[src/rtl/pwm_pulse_gen_pkg.sv]
// Shared types and constants for the PWM pulse-train generator.
package pwm_pulse_gen_pkg;

    localparam int unsigned RamWidthDefault = 32;

    typedef enum logic [1:0] {
        StIdle,
        StActive,
        StInactive,
        StDone
    } state_e;

endpackage

[src/rtl/pwm_phase_cnt.sv]
// Loadable down-counter timing one PWM phase; expire flags the last cycle of the phase.
module pwm_phase_cnt
    import pwm_pulse_gen_pkg::*;
#(
    parameter int unsigned Width = RamWidthDefault
) (
    input  logic             clk,
    input  logic             rst_n,
    input  logic             load,
    input  logic [Width-1:0] value,
    input  logic             enable,
    output logic             expire
);

    localparam logic [Width-1:0] One = {{(Width-1){1'b0}}, 1'b1};

    logic [Width-1:0] cnt_q, cnt_d;

    // Counts down to 1 and holds there; never wraps through zero.
    always_comb begin
        cnt_d = cnt_q;
        if (load) begin
            cnt_d = value;
        end else if (enable && (cnt_q > One)) begin
            cnt_d = cnt_q - One;
        end
    end

    always_ff @(posedge clk or negedge rst_n) begin
        if (!rst_n) begin
            cnt_q <= '0;
        end else begin
            cnt_q <= cnt_d;
        end
    end

    assign expire = (cnt_q <= One);

endmodule

[src/rtl/pwm_pulse_gen.sv]
// PWM pulse-train generator with finite or continuous trains and a registered output.
// Optional pulse-count status output enabled by defining PWM_PULSE_GEN_STATUS_EN.
module pwm_pulse_gen
    import pwm_pulse_gen_pkg::*;
#(
    parameter int unsigned _RAM_WIDTH = RamWidthDefault
) (
    input  logic                  io_clk,
    input  logic                  io_rst,
    input  logic                  io_start,
    input  logic                  io_stop,
    input  logic                  io_defaultLevel,
    input  logic [_RAM_WIDTH-1:0] io_highCnt,
    input  logic [_RAM_WIDTH-1:0] io_lowCnt,
    input  logic [_RAM_WIDTH-1:0] io_pulseNum,
    output logic                  io_pwm_out,
    output logic                  io_busy,
`ifdef PWM_PULSE_GEN_STATUS_EN
    output logic [_RAM_WIDTH-1:0] io_pulseCnt,
`endif
    output logic                  io_done
);

    localparam logic [_RAM_WIDTH-1:0] One = {{(_RAM_WIDTH-1){1'b0}}, 1'b1};

    state_e                state_q, state_d;
    logic                  default_q, default_d;
    logic [_RAM_WIDTH-1:0] high_q, high_d;
    logic [_RAM_WIDTH-1:0] low_q, low_d;
    logic [_RAM_WIDTH-1:0] num_q, num_d;
    logic [_RAM_WIDTH-1:0] pulse_cnt_q, pulse_cnt_d;
    logic                  out_q, out_d;
    logic                  busy_q, busy_d;
    logic                  done_q, done_d;

    logic                  cnt_load;
    logic [_RAM_WIDTH-1:0] cnt_value;
    logic                  cnt_en;
    logic                  cnt_expire;

    logic                  start_ok;
    logic [_RAM_WIDTH-1:0] low_eff;
    logic [_RAM_WIDTH-1:0] pulse_inc;

    // Stop wins over a simultaneous start; a zero-width active phase is never started.
    assign start_ok  = io_start && !io_stop && (io_highCnt != '0);
    assign low_eff   = (low_q == '0) ? One : low_q;
    assign pulse_inc = (pulse_cnt_q == '1) ? pulse_cnt_q : pulse_cnt_q + One;

    pwm_phase_cnt #(
        .Width (_RAM_WIDTH)
    ) u_phase_cnt (
        .clk    (io_clk),
        .rst_n  (io_rst),
        .load   (cnt_load),
        .value  (cnt_value),
        .enable (cnt_en),
        .expire (cnt_expire)
    );

    always_ff @(posedge io_clk or negedge io_rst) begin
        if (!io_rst) begin
            state_q     <= StIdle;
            default_q   <= 1'b0;
            high_q      <= '0;
            low_q       <= '0;
            num_q       <= '0;
            pulse_cnt_q <= '0;
            out_q       <= 1'b0;
            busy_q      <= 1'b0;
            done_q      <= 1'b0;
        end else begin
            state_q     <= state_d;
            default_q   <= default_d;
            high_q      <= high_d;
            low_q       <= low_d;
            num_q       <= num_d;
            pulse_cnt_q <= pulse_cnt_d;
            out_q       <= out_d;
            busy_q      <= busy_d;
            done_q      <= done_d;
        end
    end

    always_comb begin
        state_d     = state_q;
        default_d   = default_q;
        high_d      = high_q;
        low_d       = low_q;
        num_d       = num_q;
        pulse_cnt_d = pulse_cnt_q;
        cnt_load    = 1'b0;
        cnt_value   = high_q;
        cnt_en      = 1'b0;
        case (state_q)
            StIdle: begin
                if (start_ok) begin
                    state_d     = StActive;
                    default_d   = io_defaultLevel;
                    high_d      = io_highCnt;
                    low_d       = io_lowCnt;
                    num_d       = io_pulseNum;
                    pulse_cnt_d = '0;
                    cnt_load    = 1'b1;
                    cnt_value   = io_highCnt;
                end
            end
            StActive: begin
                if (io_stop) begin
                    state_d = StIdle;
                end else if (cnt_expire) begin
                    state_d   = StInactive;
                    cnt_load  = 1'b1;
                    cnt_value = low_eff;
                end else begin
                    cnt_en = 1'b1;
                end
            end
            StInactive: begin
                if (io_stop) begin
                    state_d = StIdle;
                end else if (cnt_expire) begin
                    pulse_cnt_d = pulse_inc;
                    if ((num_q == '0) || (pulse_inc < num_q)) begin
                        state_d   = StActive;
                        cnt_load  = 1'b1;
                        cnt_value = high_q;
                    end else begin
                        state_d = StDone;
                    end
                end else begin
                    cnt_en = 1'b1;
                end
            end
            StDone: begin
                state_d = StIdle;
            end
            default: begin
                state_d = StIdle;
            end
        endcase
    end

    // Outputs are registered from the current state, so the waveform lags the state by one edge.
    always_comb begin
        out_d  = default_q;
        busy_d = 1'b1;
        done_d = 1'b0;
        case (state_q)
            StIdle: begin
                out_d  = io_defaultLevel;
                busy_d = 1'b0;
            end
            StActive:   out_d = ~default_q;
            StInactive: out_d = default_q;
            StDone:     done_d = 1'b1;
            default: begin
                out_d  = io_defaultLevel;
                busy_d = 1'b0;
            end
        endcase
        if (io_stop && (state_q != StIdle)) begin
            out_d  = default_q;
            busy_d = 1'b0;
            done_d = 1'b0;
        end
    end

    assign io_pwm_out = out_q;
    assign io_busy    = busy_q;
    assign io_done    = done_q;

`ifdef PWM_PULSE_GEN_STATUS_EN
    assign io_pulseCnt = pulse_cnt_q;
`endif

endmodule

[config.mk]
export PLATFORM = sky130hd
export DESIGN_NAME = pwm_pulse_gen
export DESIGN_NICKNAME = d
export VERILOG_FILES = /design/src/rtl/pwm_pulse_gen_pkg.sv /design/src/rtl/pwm_phase_cnt.sv /design/src/rtl/pwm_pulse_gen.sv
export SDC_FILE = /design/constraint.sdc
export NUM_CORES = 1
export LEC_CHECK = 0
export ABC_AREA = 1
export CAP_MARGIN = 30
export CORE_MARGIN = 2
export CORE_UTILIZATION = 54
export CTS_BUF_LIST = sky130_fd_sc_hd__clkbuf_2
export CTS_CLUSTER_SIZE = 10
export DETAILED_ROUTE_END_ITERATION = 12
export PLACE_DENSITY = 0.89
export SYNTH_ARGS = -nofsm -noshare
export SYNTH_HDL_FRONTEND = slang
export SYNTH_SLANG_ARGS = --single-unit
[constraint.sdc]
create_clock -name io_clk -period 4.3 [get_ports io_clk]
set_input_delay 0.86 -clock io_clk [delete_from_list [all_inputs] [get_ports io_clk]]
set_output_delay 0.86 -clock io_clk [all_outputs]
set_load 0.02 [all_outputs]
# After elaboration in Yosys (flattened, before gate mapping)
# Index checks and enable logic that the tools add are counted.
# totals
register_bits	166
in_bits	101
out_inout_bits	3
wordCells	77
# op_classes
add_sub_neg	2
n_lt_le_gt_ge	3
n_eq_ne	9
mux	35
bitwise	1
reduce_logical	17
# op_table
op	n
$mux 32	10
$pmux 32 s2	2
$logic_not 32->1	2
$add 32x1->32 const B	1
$eq 32x32->1 const B	1
$gt 32x1->1 const B	1
$le 32x1->1 const B	1
$lt 32x32->1	1
$reduce_bool 32->1	1
$sub 32x1->32 const B	1
$mux 1	14
$mux 2	6
$pmux 2 s4	1
$ne 2x2->1 const B	3
$ne 3x3->1 const B	2
$reduce_bool 2->1	3
$eq 2x2->1 const B	2
$logic_and 1x1->1	4
$reduce_and 4->1	1
$pmux 1 s3	1
$reduce_and 3->1	1
$eq 2x1->1 const B	1
$logic_not 2->1	1
$pmux 1 s2	1
other kinds (5)	5

# Depth between registers and ports, before layout
# logic_depth
word_depth	9
depth_mapped	33
ltp_nobuf	32

# By module
# From an unflattened synthesis, not the netlist that was laid out.
# unflattened
cells_unflattened	1463
hier_area_um2	10598.9
# modules_own_cells
mod	instances	cells_each	area_per_inst_um2	seq_area_each_um2
pwm_pulse_gen	1	1031	7997.7	3353.2
pwm_phase_cnt	1	432	2601.2	800.8

# Worst setup path after synthesis
# Ideal clock, no wire load.
# synth_timing
path_kind	reg2reg
start	reg pulse_cnt_q[0]
end	reg u_phase_cnt.cnt_q[2]
setup_ns	0.124
t_arrival_ns	3.892
slack_ns	0.284
stages_incl_launch_ff	31
n_path_buf	2
path_cell_list	dfrtp_1 ha_1 inv_1 nor2_2 nand2_2 nor2_8 nand2_2 nand3_1 nor2_2 nand2_1 nor3_2 nand3_1 nor3_2 nand3_2 nor2_1 xor2_1 ha_1 a21oi_1 o21ai_0 nand3_1 a21oi_1 a2111oi_0 nand2_1 nand3_2 nand2_2 nand2_4 nand2_2 buf_6 buf_12 nand3_2 nand3_1
# synth_between
elab_chain_len	9
word_cells_on_any_way	11
# synth_rtl
element	line_no	source
start, declared	pwm_pulse_gen.sv:31	logic [_RAM_WIDTH-1:0] pulse_cnt_q, pulse_cnt_d;
start signal, assigned	pwm_pulse_gen.sv:78	pulse_cnt_q <= pulse_cnt_d;
$add 32x1->32 / $eq 32x32->1 (equally long branches)	pwm_pulse_gen.sv:48	assign pulse_inc = (pulse_cnt_q == '1) ? pulse_cnt_q : pulse_cnt_q + One;
$mux 32 (*)	pwm_pulse_gen.sv:48	
$lt 32x32->1 (*)	pwm_pulse_gen.sv:124	if ((num_q == '0) || (pulse_inc < num_q)) begin
$logic_or 1x1->1 (*)	pwm_pulse_gen.sv:124	
$mux 1 (*)	pwm_pulse_gen.sv:124	
$mux 1 (*)	pwm_pulse_gen.sv:122	end else if (cnt_expire) begin
$mux 1 (*)	pwm_pulse_gen.sv:120	if (io_stop) begin
$pmux 1 s3 (*)	pwm_pulse_gen.sv:95	case (state_q)
$mux 32 / $reduce_bool 2->1 (equally long branches)	-	
end signal, assigned	pwm_phase_cnt.sv:33	cnt_q <= cnt_d;
end, declared	pwm_phase_cnt.sv:17	logic [Width-1:0] cnt_q, cnt_d;
# Mark *: on every way between the ends. The rest lies on a longest branch, timed or not.
# A chain may end at the register's enable or synchronous reset.

# Final worst setup path
# layout_timing
start	reg pulse_cnt_q[21]
end	reg u_phase_cnt.cnt_q[22]
# Same word-level chain as after synthesis.

==> summary.md <==
| Metric | Value |
|---|---|
| Via count | 11100 |
| HPWL after DPL | 19.6 mm |
| MaxCap Viol Count | 0 |
| Clock root buffer | clkbuf_2 |
| Die Y | 141 um |
| Min Tclk post-route | 4.82 ns |
| Fin util | 69.2% |
| CTS tree | done |
| Non-Filler Instances | 1743 |
| Synthesized netlist cell count | 1348 |
| Crit-path max FO | 16 |
| Ys Warns | 0 |
| Vias in the first global route | 9827 |
| DRC violations left | 0 |
| Critical path arrival | 5.52 ns |
| CTS buffer count | 17 |
| Slew HR | 30.0% |
| GR Util All Layers | 29.6% |
| # fillers | 1236 |
| Critical path's largest stage delay | 0.54 ns |
| Part of the cycle the worst path needs | 112% |
| Top cell type's share of synthesized area | 40.8% |
| Largest net degree at the start of global routing | 152 |
| PD cells | 525 mW/mm^2 |
| Clk buf depth | 2 |
| Die Span X | 141 um |
| Reg2reg start | pulse_cnt_q[21] |
| Initial antenna violation count | 1 |
| Layout cells sized above 1 | 16.5% |
| Sequential area share after synthesis | 40.8% |
| Clock slew at reported path FFs | 0.27 ns |
| Worst hold slack | 0.0841 ns |
| Peak Freq | 208 MHz |
| Endpoint kind of the worst setup timing path | flip-flop |
| Post-synth EDFFs | 0 |
| Most frequent cell after synthesis | nand2_1 |
| Initial Utilization | 54.8% |
| Top cell by count, worst path | nand2_1 |
| Seq. cell area | 0.00416 mm^2 |
| Status | finished with violations |
| Number of port buffers | 103 |
| Syn-to-layout area delta | 26.2% |
| CP startpoint kind | flip-flop |
| Remaining global-route overflow | 0 |
| Placed cell area | 0.0116 mm^2 |
| Core Area | 0.0186 mm^2 |
| Violated checks | setup timing |
| Crit Path Category | flip-flop to flip-flop |
| Die footprint | 0.0200 mm^2 |
| Unrepaired setup endpoints after global routing | yes |
| Leak | 6.09 nW |
| VDD IR max | 0.000290 V |
| Nets | 1634 |
| Ys async rst share | 100% |
| Final Max Tran Viols | 0 |
| First-pass GRT wire length | 47.6 mm |
| Post-synth top cells | nand2_1 (328), dfrtp_1 (166), inv_1 (159) |
| Largest area contributor in the netlist | dfrtp_1 |
| Detailed Route WL | 34.6 mm |
| Routed Antenna Nets | 0 |
| Yosys reg bits | 166 |
| I/O pin count | 104 |
| Drt first pass iters | 7 |
| Hold Path Class | input pin to asynchronous set/reset pin |
| Worst Tran Pin Value | 1.05 ns |
| Clock latency on the worst-skew pair | 0.80 ns |
| Setup violators final | 33 |
| Setup slack after layout | -0.517 ns |
| Placed insts | 1663 |
| Largest cells by area after synthesis | dfrtp_1 (41%), nand2_1 (12%), o21ai_0 (6.6%) |
| Row count | 50 |
| Final hold viol count | 0 |
| Vias/cell | 6.34 |
| Clock sink count | 166 |
| Required time worst endpoint | 5.01 ns |
| DR WL/cell | 19.8 um |
| Setup TNS | -13.41 ns |
| Syn Nets | 1487 |
| Clk_skew | 0.0487 ns |
| Area of the multi-input gates | 0.00567 mm^2 |
| Slowest cell on crit path | dfrtp_1 |
| Synth unique cells | 52 |
| Crit path from | pulse_cnt_q[21] |
| Syn Area/Cell | 7.56 um^2 |
| Cts hold-fix bufs | 0 |
| H-tree depth | 4 |
| Most used DFF post-synth | dfrtp_1 |
| Synthesized area | 0.0102 mm^2 |
| Fin area | 0.0129 mm^2 |
| Gp weighted congestion | 0.951 |
| Drt initial violations | 2121 |
==> metal layers <==
metal / track usage [%] / share of wire, % / vias to the layer above
met5: 0 / 0 / -
met4: 13.0 / 7.9 / 0
met3: 5.94 / 12 / 310
met2: 46.5 / 44 / 968
met1: 40.1 / 36 / 5016
li1: - / - / 4761
==> area by class of cell <==
type,count,area share (%)
antenna,1,0.0195
clock buffer,19,0.740
clock inverter,13,1.04
inverter,163,4.78
multi-input combinational,963,44.1
sequential,166,32.3
tap,234,2.28
timing repair buffer,184,14.7
==> kinds of logic (layout without fill, tap and decap cells) <==
| family | Yosys count | after routing | share of synthesized area, % |
|---|---|---|---|
| fa+ha+maj | 38 | 38 | 4.67 |
| compound gates | 258 | 258 | 14.3 |
| xor+xnor | 42 | 42 | 3.61 |
| simple gates | 625 | 625 | 28.0 |
| flops | 166 | 166 | 40.8 |
| other cells | 0 | 1 | 0 |
| buf+inv | 219 | 379 | 8.66 |
==> report_power, final <==
group          switching, mW  leakage [nW]  internal [mW]  total (mW)
registers              0.497          2.09           2.15        2.64
logic                   2.09          3.87           1.16        3.24
clock network          0.598         0.133          0.267       0.865
==> per-stage QoR <==
| stage | worst slack [ns] | total power [mW] |
|---|---|---|
| finish | -0.517 | 6.75 |
| detailed placement | -0.165 | 5.28 |
| global route | -0.651 | 7.12 |
| global placement | 0.0765 | 5.13 |
| floorplan | 0.284 | 4.38 |
| CTS | 0.00130 | 6.15 |
==> final timing paths <==
check | to | slack (ns) | cells after the start
setup / recovery | u_phase_cnt.cnt_q[22] | -0.52 | 29
hold / removal | num_q[14] | 0.08 | 1
setup reg to reg | u_phase_cnt.cnt_q[22] | -0.52 | 29
hold reg to reg | low_q[11] | 0.53 | 2
max in group asynchronous | low_q[10] | 3.36 | 2
min in group io_clk | low_q[11] | 0.53 | 2
==> sequential cells by signal (all words and copies together), names as in the netlist <==
signal / flops
high_q: 32
default_q: 1
io_pwm_out: 1
num_q: 32
state_q: 2
low_q: 32
u_phase_cnt.cnt_q: 32
io_done: 1
io_busy: 1
pulse_cnt_q: 32
==> worst max-delay path: cells and delay by family (launching register included) <==
kind            cells  cell delay, ns
fa+ha+maj           1            0.24
flops               1            0.54
simple gates       18            2.21
compound gates      7            1.36
buf+inv             3            0.35
==> layout by cell type, fill, tap and decap left out, drive strengths merged, types with 28 or more instances in the layout <==
master	instances
nor2	113
xor2	33
buf	78
nor4	28
nor3	33
nand2	339
inv	162
nand3	82
ha	38
a21oi	66
clkdlybuf4s50	102
dfrtp	166
o21ai	137
==> what timing repair did <==
action                     CTS  global route
setup endpoints to repair   32            33
resized for setup           25           107
pin swaps                   23            52
cloned                       3             5
setup buffers               21            20
Power figures use the tool's default switching activity.
